===== src/rtl/gate_equiv_checker_pkg.sv =====
// Shared definitions for the gate equivalence checker: FSM state encoding and
// default sweep geometry.
package gate_equiv_checker_pkg;

  typedef enum logic [1:0] {
    ST_IDLE   = 2'd0,
    ST_DRIVE  = 2'd1,
    ST_SAMPLE = 2'd2,
    ST_DONE   = 2'd3
  } state_t;

  localparam int DEF_N_IN   = 2;
  localparam int DEF_SETTLE = 1;

endpackage


===== src/rtl/gate_equiv_checker_minterm_counter.sv =====
// Minterm index and settle timer for the sweep. m saturates at the last
// minterm, so x_out keeps showing it once the sweep has finished.
module minterm_counter
  import gate_equiv_checker_pkg::*;
#(
  parameter int N_IN   = DEF_N_IN,
  parameter int SETTLE = DEF_SETTLE
) (
  input  logic            clk,
  input  logic            reset,
  input  logic            clr,
  input  logic            step,
  output logic [N_IN-1:0] m,
  output logic            settled,
  output logic            last
);

  localparam int SC_W = $clog2(SETTLE + 1);

  logic [SC_W-1:0] sc;

  // settled is high on the SETTLE-th cycle of a minterm and holds through SAMPLE
  assign settled = (sc == SC_W'(SETTLE - 1));
  assign last    = &m;

  always_ff @(posedge clk) begin
    if (reset || clr) begin
      m  <= '0;
      sc <= '0;
    end else if (step) begin
      if (!last) m <= m + N_IN'(1);
      sc <= '0;
    end else if (!settled) begin
      sc <= sc + SC_W'(1);
    end
  end

endmodule


===== config.mk =====
export PLATFORM = sky130hd
export DESIGN_NAME = minterm_counter
export DESIGN_NICKNAME = d
export VERILOG_FILES = /design/src/rtl/gate_equiv_checker_pkg.sv /design/src/rtl/gate_equiv_checker_minterm_counter.sv
export SDC_FILE = /design/constraint.sdc
export NUM_CORES = 1
export LEC_CHECK = 0
export ABC_AREA = 1
export CORE_AREA = 2 2 39 41
export CTS_BUF_LIST = sky130_fd_sc_hd__clkbuf_4
export DETAILED_ROUTE_END_ITERATION = 12
export DIE_AREA = 0 0 41 43
export SYNTH_ARGS = -nofsm -noshare
export SYNTH_HDL_FRONTEND = slang
export SYNTH_SLANG_ARGS = --single-unit

===== constraint.sdc =====
create_clock -name clk -period 2 [get_ports clk]
set_input_delay 0.4 -clock clk [delete_from_list [all_inputs] [get_ports clk]]
set_output_delay 0.4 -clock clk [all_outputs]
set_load 0.01 [all_outputs]

==> flow_summary_export.csv <==
group,metric,value,unit
run_status,status,"completed",
critical_path,cp_max_fo,4,
timing,slew_viol_final,0,
finish,area_growth,89.7,%
synth,synth_ff_type,"dfxtp_1",
synth,yosys.area_share.adder,9.35,%
timing,max_clock_freq,571,MHz
synth,synth_top_family_by_area,"simple AND/OR/NAND/NOR gates",
critical_path,path_class,"flip-flop to primary output",
flow_run,maxCapViolations,0,
die,initial_core_util,9.67,%
routing,ant_nets,0,
clock_tree,insertion_delay,0.22,ns
clock_tree,cts_root_buf,"clkbuf_4",
synth,ys_seq_elements,3,
synth,syn_nets,24,
finish,fillers,170,
synth,synthMuxAreaShare,0,%
synth,syn_inst,19,
clock_tree,postCtsHoldBufs,0,
global_routing,grt_pass1_wl,372,um
clock_tree,clockBufferDepth,2,
synth,synth_most_common_cell,"nor2_1",
synth,synth_top_area_share,44.9,%
global_routing,grt_start_max_net_pins,5,
global_routing,grt_pass1_vias,138,
timing,fin_ws,0.248,ns
synth,synth.area.top_cells,"dfxtp_1 (45%), nor2_1 (14%), inv_1 (11%)",
synth,yosysWarningCount,0,
clock_tree,cts_tree,"yes",
synth,synthTopCellsByCount,"nor2_1 (5), inv_1 (4), dfxtp_1 (3), nand2_1 (2), nand3_1 (2)",
worst_hold_path,min_from,"m[1]",
worst_hold_path,hold_class,"flip-flop to flip-flop",
power,pwr_density_cell,789,mW/mm^2
synth,synth.distinct_cells,8,
power,vdd_drop_max,0.112,mV
clock_tree,cts_resized,0,
synth,synthesis.area,134,um^2
worst_hold_path,hold_depth,2,
synth,synth_top_area_cell,"dfxtp_1",
clock_tree,cts.reportedPaths.clkPinSlew,0.03,ns
finish,nets,36,
place,place_area,224,um^2
synth,synth_compound_area_share,0,%
timing,setup_viol,0,
routing,drt_iter0_drc,0,
timing,whs,0.510,ns
place,finalWeightedCongestion,0.503,
finish,drive_above_1_share,16.7,%
critical_path,cp-startpoint,"m[0]",
synth,avgSynthCellArea,7.05,um^2
global_routing,antenna_found_initial,0,
synth,synthSimpleGateAreaFrac,31.8,%
timing,fin_crit_sh,87.6,%
routing,routed-via-count,136,
power,leakage,0.000117,uW
routing,drc,0,
place,io_buffers,7,
timing,report.final.hold_viol_count,0,
routing,via_per_inst,2.96,
critical_path,end_kind,"primary output",
timing,skew,0.0000213,ns
finish,final_area,254,um^2
synth,async_flop_share,0,%
critical_path,cp_data_required_time,1.60,ns
global_routing,gr-total-overflow,0,
timing,grt_setup_unrepaired,"no",
timing,period_minus_slack,1.75,ns
critical_path,crit_arrival,1.35,ns
place,pre_cts_ws,0.472,ns
synth,synth_enable_flop_cells,0,
routing,wl_per_cell,4.74,um
die,io-pin-count,8,
clock_tree,cts_made_buffers,3,
die,core_region_area,0.00138,mm^2
synth,synthXorXnorAreaFrac,0,%
routing,dr.pass1.iters,1,
die,dieArea,0.00176,mm^2
clock_tree,ctsHtreeMaxLevel,1,
finish,num_antenna_cells,0,
global_routing,grtUsageTotal,3.31,%
finish,fin_util,18.4,%
clock_tree,cts_sinks,3,
synth,yosysSeqAreaShare,44.9,%
die,die_h,43,um
die,rows,14,
critical_path,rr_startpoint,"m[0]",
critical_path,worst-r2r-cell-count,5,
routing,drt-total-wl,218,um
timing,finalSetupTns,0,ns
die,die_x,41,um
clock_tree,post-cts-setup-buffer-count,0,
critical_path,worstSetupStartpointType,"flip-flop",
## layout by cell type (no fill, tap or decap)
cell             instances
dfxtp_1                  3
conb_1                   1
nand2_1                  2
ha_1                     1
nor2_1                   5
inv_1                    4
nand3_1                  2
clkdlybuf4s50_1          7
clkbuf_4                 4
nor2_2                   1
## where the power goes
part / internal [uW] / switching (uW)
Combinational: 13.6 / 8.48
Clock: 87.9 / 25.3
Sequential: 63.2 / 1.83
## registers in the layout (all words and copies together), names as in the netlist
register and flops:
m 2, sc 1
## final cells by class
type                            count  area, um^2  area share (%)
Timing Repair Buffer                7        70.1            27.6
Sequential cell                     3        60.1            23.6
Multi-Input combinational cell     12        58.8            23.2
Clock buffer                        4        30.0            11.8
Tap cell                           16        20.0            7.88
Inverter                            4        15.0            5.91
## path summary, 6_finish.rpt
check	end	slack (ns)
max	last	0.25
max reg2reg	m[1]	1.08
min	m[1]	0.51
min reg2reg	m[1]	0.51
## per-stage QoR
step                power (uW)  std cells
CTS                        205         46
detailed placement        88.4         42
finish                     200         46
global route               215         46
global placement          88.2         42
floorplan                 75.1         19
## critical path: stages, from the launching register on
cell and delay (ns):
dfxtp_1 0.36, ha_1 0.22, clkdlybuf4s50_1 0.55
## metal layers
metal	track usage, %	routed length, um	vias up
met2	5.31	131	3
met3	1.57	12	0
met5	0	0	-
met4	4.00	0	0
li1	-	-	75
met1	2.24	73	58
## cell families after synthesis
logic type / count (synthesis)
fa+ha+maj: 1
flops: 3
other cells: 1
buf+inv: 4
simple gates: 10
Power figures use the tool's default switching activity.
